## src/rtl/tdc_multichannel_timestamper.sv

```systemverilog
// Multi-channel TDC back end: stamps fine codes with a latency-corrected coarse count,
// merges channels round-robin into a first-word-fall-through FIFO, and inserts rollover markers.
module tdc_multichannel_timestamper #(
    parameter int unsigned CHANNELS     = 4,
    parameter int unsigned FINE_BITS    = 8,
    parameter int unsigned COARSE_BITS  = 16,
    parameter int unsigned FINE_LATENCY = 3,
    parameter int unsigned FIFO_DEPTH   = 16,
    localparam int unsigned CH_BITS     = (CHANNELS > 1) ? $clog2(CHANNELS) : 1,
    localparam int unsigned W           = 1 + CH_BITS + COARSE_BITS + FINE_BITS,
    localparam int unsigned LVL_BITS    = $clog2(FIFO_DEPTH) + 1
) (
    input  logic                          clock,
    input  logic                          reset,
    input  logic                          enable,
    input  logic [CHANNELS-1:0]           hit_valid,
    input  logic [CHANNELS*FINE_BITS-1:0] hit_fine,
    output logic                          out_valid,
    input  logic                          out_ready,
    output logic [W-1:0]                  out_data,
    output logic [15:0]                   drop_count,
    output logic [CHANNELS-1:0]           drop_flags,
    output logic [LVL_BITS-1:0]           fifo_level
);

    localparam int unsigned PTR_BITS = $clog2(FIFO_DEPTH);

    logic [COARSE_BITS-1:0] cnt_q, cnt_d;
    logic                   roll_q, roll_d;
    logic [CH_BITS-1:0]     ptr_q, ptr_d;
    logic [CHANNELS-1:0]    full_q, full_d;
    logic [COARSE_BITS-1:0] coarse_q [CHANNELS];
    logic [COARSE_BITS-1:0] coarse_d [CHANNELS];
    logic [FINE_BITS-1:0]   fine_q   [CHANNELS];
    logic [FINE_BITS-1:0]   fine_d   [CHANNELS];
    logic [CHANNELS-1:0]    flags_q, flags_d;
    logic [15:0]            drops_q, drops_d;

    logic [W-1:0]           mem [FIFO_DEPTH];
    logic [PTR_BITS-1:0]    wr_ptr_q, wr_ptr_d, rd_ptr_q, rd_ptr_d;
    logic [LVL_BITS-1:0]    level_q, level_d;
    logic                   valid_q, valid_d;
    logic [W-1:0]           data_q, data_d;

    logic                   wrap, wr_en, rd_en, found, drop_any;
    logic [W-1:0]           wdata;
    logic [CHANNELS-1:0]    grant;
    logic [CH_BITS-1:0]     idx;
    logic [COARSE_BITS-1:0] stamp;

    // Coarse counter and arbiter: a pending rollover marker outranks every hit.
    always_comb begin
        wrap   = enable && (cnt_q == '1);
        cnt_d  = enable ? cnt_q + COARSE_BITS'(1) : cnt_q;
        wr_en  = 1'b0;
        wdata  = '0;
        grant  = '0;
        ptr_d  = ptr_q;
        found  = 1'b0;
        idx    = '0;
        roll_d = roll_q;
        if (level_q != LVL_BITS'(FIFO_DEPTH)) begin
            if (roll_q) begin
                wr_en  = 1'b1;
                wdata  = {1'b1, {(W-1){1'b0}}};
                roll_d = 1'b0;
            end else begin
                for (int unsigned k = 1; k <= CHANNELS; k++) begin
                    idx = CH_BITS'((32'(ptr_q) + k) % CHANNELS);
                    if (!found && full_q[idx]) begin
                        found      = 1'b1;
                        wr_en      = 1'b1;
                        grant[idx] = 1'b1;
                        ptr_d      = idx;
                        wdata      = {1'b0, idx, coarse_q[idx], fine_q[idx]};
                    end
                end
            end
        end
        // A wrap while a marker is already pending merges into it.
        roll_d = roll_d | wrap;
    end

    // Holding registers: a register granted this cycle may reload without dropping.
    always_comb begin
        stamp    = cnt_q - COARSE_BITS'(FINE_LATENCY);
        drop_any = 1'b0;
        flags_d  = flags_q;
        for (int unsigned i = 0; i < CHANNELS; i++) begin
            full_d[i]   = full_q[i] & ~grant[i];
            coarse_d[i] = coarse_q[i];
            fine_d[i]   = fine_q[i];
            if (enable && hit_valid[i]) begin
                if (full_q[i] && !grant[i]) begin
                    drop_any   = 1'b1;
                    flags_d[i] = 1'b1;
                end else begin
                    full_d[i]   = 1'b1;
                    coarse_d[i] = stamp;
                    fine_d[i]   = hit_fine[i*FINE_BITS +: FINE_BITS];
                end
            end
        end
        drops_d = (drop_any && (drops_q != 16'hFFFF)) ? drops_q + 16'd1 : drops_q;
    end

    // FIFO bookkeeping; the registered head bypasses memory when the write lands at the head.
    always_comb begin
        rd_en    = valid_q && out_ready;
        wr_ptr_d = wr_ptr_q + PTR_BITS'(wr_en);
        rd_ptr_d = rd_ptr_q + PTR_BITS'(rd_en);
        level_d  = level_q + LVL_BITS'(wr_en) - LVL_BITS'(rd_en);
        valid_d  = (level_d != '0);
        data_d   = data_q;
        if (valid_d) begin
            data_d = (wr_en && (wr_ptr_q == rd_ptr_d)) ? wdata : mem[rd_ptr_d];
        end
    end

    always_ff @(posedge clock) begin
        if (reset) begin
            cnt_q    <= '0;
            roll_q   <= 1'b0;
            ptr_q    <= '0;
            full_q   <= '0;
            flags_q  <= '0;
            drops_q  <= '0;
            wr_ptr_q <= '0;
            rd_ptr_q <= '0;
            level_q  <= '0;
            valid_q  <= 1'b0;
            data_q   <= '0;
            for (int unsigned i = 0; i < CHANNELS; i++) begin
                coarse_q[i] <= '0;
                fine_q[i]   <= '0;
            end
        end else begin
            cnt_q    <= cnt_d;
            roll_q   <= roll_d;
            ptr_q    <= ptr_d;
            full_q   <= full_d;
            flags_q  <= flags_d;
            drops_q  <= drops_d;
            wr_ptr_q <= wr_ptr_d;
            rd_ptr_q <= rd_ptr_d;
            level_q  <= level_d;
            valid_q  <= valid_d;
            data_q   <= data_d;
            for (int unsigned i = 0; i < CHANNELS; i++) begin
                coarse_q[i] <= coarse_d[i];
                fine_q[i]   <= fine_d[i];
            end
        end
    end

    always_ff @(posedge clock) begin
        if (wr_en) begin
            mem[wr_ptr_q] <= wdata;
        end
    end

    assign out_valid  = valid_q;
    assign out_data   = data_q;
    assign drop_count = drops_q;
    assign drop_flags = flags_q;
    assign fifo_level = level_q;

endmodule

```

## config.mk

```make
export PLATFORM = sky130hd
export DESIGN_NAME = tdc_multichannel_timestamper
export DESIGN_NICKNAME = d
export VERILOG_FILES = /design/src/rtl/tdc_multichannel_timestamper.sv
export SDC_FILE = /design/constraint.sdc
export NUM_CORES = 1
export LEC_CHECK = 0
export CAP_MARGIN = 30
export CORE_MARGIN = 4
export CORE_UTILIZATION = 58
export CTS_BUF_LIST = sky130_fd_sc_hd__clkbuf_16
export DETAILED_ROUTE_END_ITERATION = 6
export DONT_BUFFER_PORTS = 1
export PLACE_DENSITY = 0.83
export SETUP_SLACK_MARGIN = 0.5
export SYNTH_ARGS = -nofsm -noshare
export SYNTH_HDL_FRONTEND = slang
export SYNTH_SLANG_ARGS = --single-unit
export TNS_END_PERCENT = 20
```

## constraint.sdc

```tcl
create_clock -name clock -period 5 [get_ports clock]
set_input_delay 0.75 -clock clock [delete_from_list [all_inputs] [get_ports clock]]
set_output_delay 0.75 -clock clock [all_outputs]
set_load 0.02 [all_outputs]
```

==> run metrics, run 1 <==
Max Slew Vio Count 0; die height 226 um; routability congestion estimate 0.837; vias in the first global route 16325; die width 226 um; vias per inst 6.81; Multi-input gate area 9650 um2; row cnt 79; Core Util, Final 66.1%; Switch Pwr 6.27 mW; initial antenna violation count 0; synthesized area 27600 um2; GR Util All Layers 26.4%; crit-path max cell delay 0.44 ns; Critical Path RT 5.55 ns; worst reg2reg path depth 19; Setup crit start kind flip-flop; I/O Buffers 0; Gate power share 35.7%; post-synthesis cell count 1657; vias 15883; EDFF count, synth 528; Worst path most repeated cell inv_1; clk buf depth 3; Fmax 231 MHz; routed length per placed instance 28.8 um; fin worst setup slack 0.673 ns; Clock Tree Root clkbuf_16; Int Pwr 12.5 mW; CTS HTree Levels 2; Yosys warnings 0; clock slew at reported path FFs 0.06 ns; fin nets 1735; RSZ-0062 raised after global routing yes; core area 46800 um2; clock share of power 24.9%; Final Hold Violating Endpoints 0; # setup viols final 0; die area 51100 um2; post-synthesis register bit count 614; measured slew at the worst slew-check pin 1.07 ns; Mapped Nets 1718; CP cell instances clkinvlp_4, ha_4, mux4_2, or3_4, o31ai_4, ha_1, inv_1, ha_1, inv_1, fa_1, inv_1, a21oi_1, nor2_1, nor2_1, xnor2_2, nand3_2, buf_4, clkbuf_16, a211oi_2; layout overhead on the synthesized area 12.1%; Starting Density 59.0%; IO Count 93; Netlist cell types 65; top cell type by total area after synthesis edfxtp_1; leakage 10.4 nW; first-pass GRT wire length 102 mm; Seq/Total Area, Yosys 63.8%; Antenna Nets Post-Route 0; Hold WC Path Type in -> reg; drt pass-1 iters 5; hold_buf cts 0; status complete, no violations; post-DP HPWL 38.4 mm; top_reg_cell synth edfxtp_1; largest net degree at the start of global routing 97; commonest non-fill, non-tap cell in the layout edfxtp_1; max-cap violations 0; share of flip-flops with an asynchronous set or reset 0%; Switching Share 33.5%; Peak VDD IR 0.381 mV; final worst-path cycle share 86.5%; CP max FO 26; setup TNS 0 ns; Initial DRC Count 1952; clock sink count 614; register area 17600 um2; n_diodes 0; WL final 67.2 mm; Setup CP Type reg -> reg; most frequent cells in the layout 528 x edfxtp_1, 234 x mux4_2, 153 x nor2_1; total CTS buffers 60; hold path depth 1; CTS tree built; Worst Path Arrival 4.87 ns; detailed-route DRC error count 0; clock period minus worst slack 4.33 ns; Cell Pwr Density 606 nW/um2; fillers 2951; final setup skew 0.0489 ns; most area-consuming cells after synthesis edfxtp_1 58%, mux4_2 19%, dfxtp_1 6.2%, nor2_1 2.2%, nand2_1 1.4%; Worst path slowest cell fa_1; grt total ovfl 0; kind of end point of the critical path flip-flop; area fraction of the dominant cell type after synthesis 57.5%; Avg Cell Area, Syn 16.6 um2; worst slack at placement 0.596 ns; share of cells above drive strength 1 26.9%; Max transition margin 28.2%; Reg power frac 39.4%; Clock Latency Late Sink 0.65 ns
==> cell families after synthesis <==
family,synth area share [%]
AO/OA/AOI/OAI,4.37
multiplexers,20.5
flip-flops,63.8
AND/OR/NAND/NOR,6.79
adder cells (fa/ha/maj),0.980
XOR/XNOR,1.46
buffers and inverters,2.11
==> critical path, delay by kind of cell, from the launching register on <==
kind | cells | cell delay (ns)
AOI/OAI and AO/OA | 3 | 0.70
xor gates and xnor gates | 1 | 0.17
adders and majority gates | 4 | 1.22
buffers and inverters | 6 | 0.75
DFF | 1 | 0.41
muxes | 1 | 0.32
and+or+nand+nor | 4 | 0.66
==> stage by stage <==
stage / power [mW] / area [um2] / std cells / hold slack [ns]
after floorplan: 11.9 / 27600 / 1657 / 0.483
after global placement: 13.5 / 28500 / 2200 / 0.489
after detailed placement: 13.8 / 28700 / 2214 / 0.508
after CTS: 18.5 / 30800 / 2328 / 0.162
after global routing: 19.5 / 30900 / 2333 / 0.163
final: 18.7 / 30900 / 2333 / 0.188
==> cells in the mapped netlist, types with 3 or more instances <==
cell type and instances:
mux2i_1 36, xor2_1 26, xnor2_1 20, nor3_1 15
a31oi_1 24, o211ai_1 10, clkbuf_1 74, buf_4 4
buf_2 16, o31ai_1 4, or4_1 4, nand2b_1 12
o21ai_0 18, buf_1 21, nor4_1 5, nor2_1 165
edfxtp_1 528, nand2_1 100, and3_1 10, or3_1 11
a211oi_1 27, or2_2 7, and2_1 37, ha_1 20
nor2b_1 11, dfxtp_1 86, mux4_2 234, a21oi_1 23
nand4_1 5, o22ai_1 4, nand3_1 15, inv_1 16
nand3b_1 3, a22o_1 23
==> final cells by class <==
type	instances	area share (%)
flip-flops and latches	614	56.9
inverters	19	0.243
multi-input cells	906	31.2
clock inverters	52	1.64
repair buffers	73	2.48
clock buffers	62	5.02
well taps	607	2.46
==> power by group through the flow <==
stage          clock [mW]  sequential, mW  combinational, mW
6_report             4.67            7.38               6.68
3_5_place_dp            0            7.46               6.32
3_3_place_gp            0            7.41               6.05
4_1_cts              4.71            7.37               6.42
5_1_grt              4.95            7.42               7.12
2_1_floorplan           0            7.30               4.59
==> state kept, by name (all words and copies together) (netlist names), 5 cells and up, named ones only <==
name	count
coarse_q	64
fine_q	32
cnt_q	16
drop_count	16
out_data	27
mem	432
fifo_level	5
==> routing by layer <==
layer / vias to the layer above / part of all wire [%] / GRT usage (%)
li1: 6633 / - / -
met1: 8137 / 35 / 33.9
met2: 950 / 52 / 45.9
met3: 163 / 8.9 / 4.82
met4: 0 / 3.5 / 8.87
met5: - / 0 / 0
==> timing repair <==
item / CTS / global route
buffers inserted: 0 / 2
setup endpoints to repair: 0 / 26
gates resized for setup: 0 / 11
endpoints found under the hold margin: 0 / 0
==> final timing paths <==
kind	from	to	slack [ns]
worst max-delay path	ptr_q[0]	out_data[16]	0.67
worst min-delay path	reset	drop_count[13]	0.19
worst max register to register	ptr_q[0]	out_data[16]	0.67
worst min register to register	cnt_q[15]	cnt_q[15]	0.52
No activity file was read; power rests on OpenSTA's default activity.
==> inputs of run 2 (changes only) <==
--- a/config.mk
+++ b/config.mk
@@ -6,7 +6,6 @@
 export NUM_CORES = 1
 export LEC_CHECK = 0
 export CAP_MARGIN = 30
-export CORE_MARGIN = 4
 export CORE_UTILIZATION = 58
 export CTS_BUF_LIST = sky130_fd_sc_hd__clkbuf_16
 export DETAILED_ROUTE_END_ITERATION = 6
==> run metrics, run 2 (same netlist as run 1, synthesis figures left out) <==
layout overhead on the synthesized area 12.0% (about the same); I/O Buffers 0 (unchanged); Hold WC Path Type in -> reg; non-filler cells, final 2335 (+0.086%); total placed cells including tap cells 2218 (+0.18%); Multi-input gate area 9650 um2 (about the same); kind of end point of the critical path flip-flop; status finished with violations; Peak VDD IR 0.507 mV (+33%); failing checks DRC; Clock Latency Late Sink 0.64 ns (about the same); die area 48400 um2 (-5.2%); vias per inst 6.91 (+1.5%); IO Count 93 (unchanged); Clock Tree Root clkbuf_16; fillers 2942 (-0.30%); vias 16140 (+1.6%); final worst-path cycle share 87.6% (+1.1 points); Starting Density 59.0% (unchanged); largest registers mem (432), coarse_q (64), fine_q (32); clock sink count 614 (unchanged); GR Util All Layers 28.1% (+1.7 points); max reg flops 432 (unchanged); fin nets 1739 (+0.23%); die height 220 um (-2.7%); Fmax 228 MHz (-1.2%); WL final 69.0 mm (+2.6%); commonest non-fill, non-tap cell in the layout edfxtp_1; routability congestion estimate 0.810 (-3.3%); CP max FO 7 (-73%); Worst Setup SP ptr_q[0]; RSZ-0062 raised after global routing no; Setup crit start kind flip-flop; Final Hold Violating Endpoints 0 (unchanged); share of cells above drive strength 1 26.9% (about the same); grt total ovfl 0 (unchanged); CP cell instances clkinvlp_4, ha_4, mux4_2, or3_4, o31ai_4, ha_1, inv_1, ha_1, inv_1, fa_1, inv_1, a21oi_1, nor2_1, nor2_1, xnor2_2, nand3_4, buf_12, nor2_1, a211oi_2; clock slew at reported path FFs 0.06 ns (about the same); vias in the first global route 16322 (-0.018%); drt pass-1 iters 7 (+2); CTS HTree Levels 2 (unchanged); Setup CP Type reg -> reg; total CTS buffers 58 (-3.3%); Max Slew Vio Count 0 (unchanged); Biggest register mem; row cnt 79 (unchanged); HP Start reset; die width 220 um (-2.7%); RR Startpoint ptr_q[0]; Max transition margin 28.6% (+0.44 points); final setup skew 0.0276 ns (-0.0214 ns); crit-path max cell delay 0.43 ns (about the same); n_diodes 0 (unchanged); Cell Pwr Density 609 nW/um2 (+0.51%); routed length per placed instance 29.5 um (+2.5%); post-DP HPWL 39.7 mm (+3.4%); clock period minus worst slack 4.38 ns (+0.0538 ns); Critical Path RT 5.49 ns (-0.06 ns); Antenna Nets Post-Route 0 (unchanged); core area 46800 um2 (unchanged); Worst path slowest cell or3_4; # setup viols final 0 (unchanged); largest net degree at the start of global routing 97 (unchanged); most frequent cells in the layout 528 x edfxtp_1, 234 x mux4_2, 153 x nor2_1; CTS tree built; leakage 10.3 nW (about the same); detailed-route DRC error count 1 (+1); max-cap violations 0 (unchanged); register area 17600 um2 (unchanged); setup TNS 0 ns (unchanged); Initial DRC Count 1835 (-6.0%); initial antenna violation count 0 (unchanged); Worst Path Arrival 4.87 ns (about the same); clk buf depth 3 (unchanged); measured slew at the worst slew-check pin 1.07 ns (-0.00664 ns); first-pass GRT wire length 99.2 mm (-2.5%)
run 2: power breakdown:
part           total [mW]  leakage [nW]  switching, mW  internal, mW
clock network        4.49          1.01           1.95          2.53
registers            7.33          5.71          0.423          6.91
logic                6.99          3.64           4.03          2.96
total                18.8          10.3           6.40          12.4
run 2: layout make-up:
class                   count  area share, %
clock inverters            49           1.37
flip-flops and latches    614           57.0
clock buffers              61           4.95
inverters                  19          0.243
multi-input cells         906           31.2
repair buffers             79           2.77
well taps                 607           2.46
run 2: final timing paths:
kind         slack [ns]  depth (start not counted)        endpoint
min reg2reg        0.52                          2        cnt_q[9]
max                0.62                         19    out_data[14]
max reg2reg        0.62                         19    out_data[14]
min                0.18                          1  drop_count[13]
run 2: metrics by stage:
step	hold WS, ns	worst slack, ns	utilization [%]	total power, mW	cell area [um2]
floorplan	0.483	0.108	-	11.9	27600
global placement	0.486	0.844	60.9	13.5	28500
detailed placement	0.514	0.654	61.5	13.9	28800
CTS	0.171	0.631	65.7	18.4	30700
global route	0.180	0.486	66.0	19.4	30900
finish	0.181	0.619	66.0	18.8	30900
run 2: metal layers:
| metal | global-route usage [%] | vias up | share of wire [%] | routed length [um] |
|---|---|---|---|---|
| met1 | 34.8 | 8335 | 35 | 24000 |
| met4 | 11.5 | 0 | 4.0 | 2740 |
| li1 | - | 6640 | - | - |
| met5 | 0 | - | 0 | 0 |
| met2 | 48.9 | 994 | 52 | 35900 |
| met3 | 5.02 | 171 | 9.2 | 6350 |
run 2: critical path, delay by kind of cell, from the launching register on:
kind / cells / cell delay, ns
DFF: 1 / 0.41
AOI/OAI and AO/OA: 3 / 0.51
muxes: 1 / 0.31
xor gates and xnor gates: 1 / 0.23
adders and majority gates: 4 / 1.19
and+or+nand+nor: 5 / 1.01
buffers and inverters: 5 / 0.56
run 2: timing repair:
item | 4_1_cts | 5_1_grt
gates resized for setup | 0 | 9
endpoints found under the setup margin | 0 | 26
hold buffers | 0 | 0
setup buffers | 0 | 2
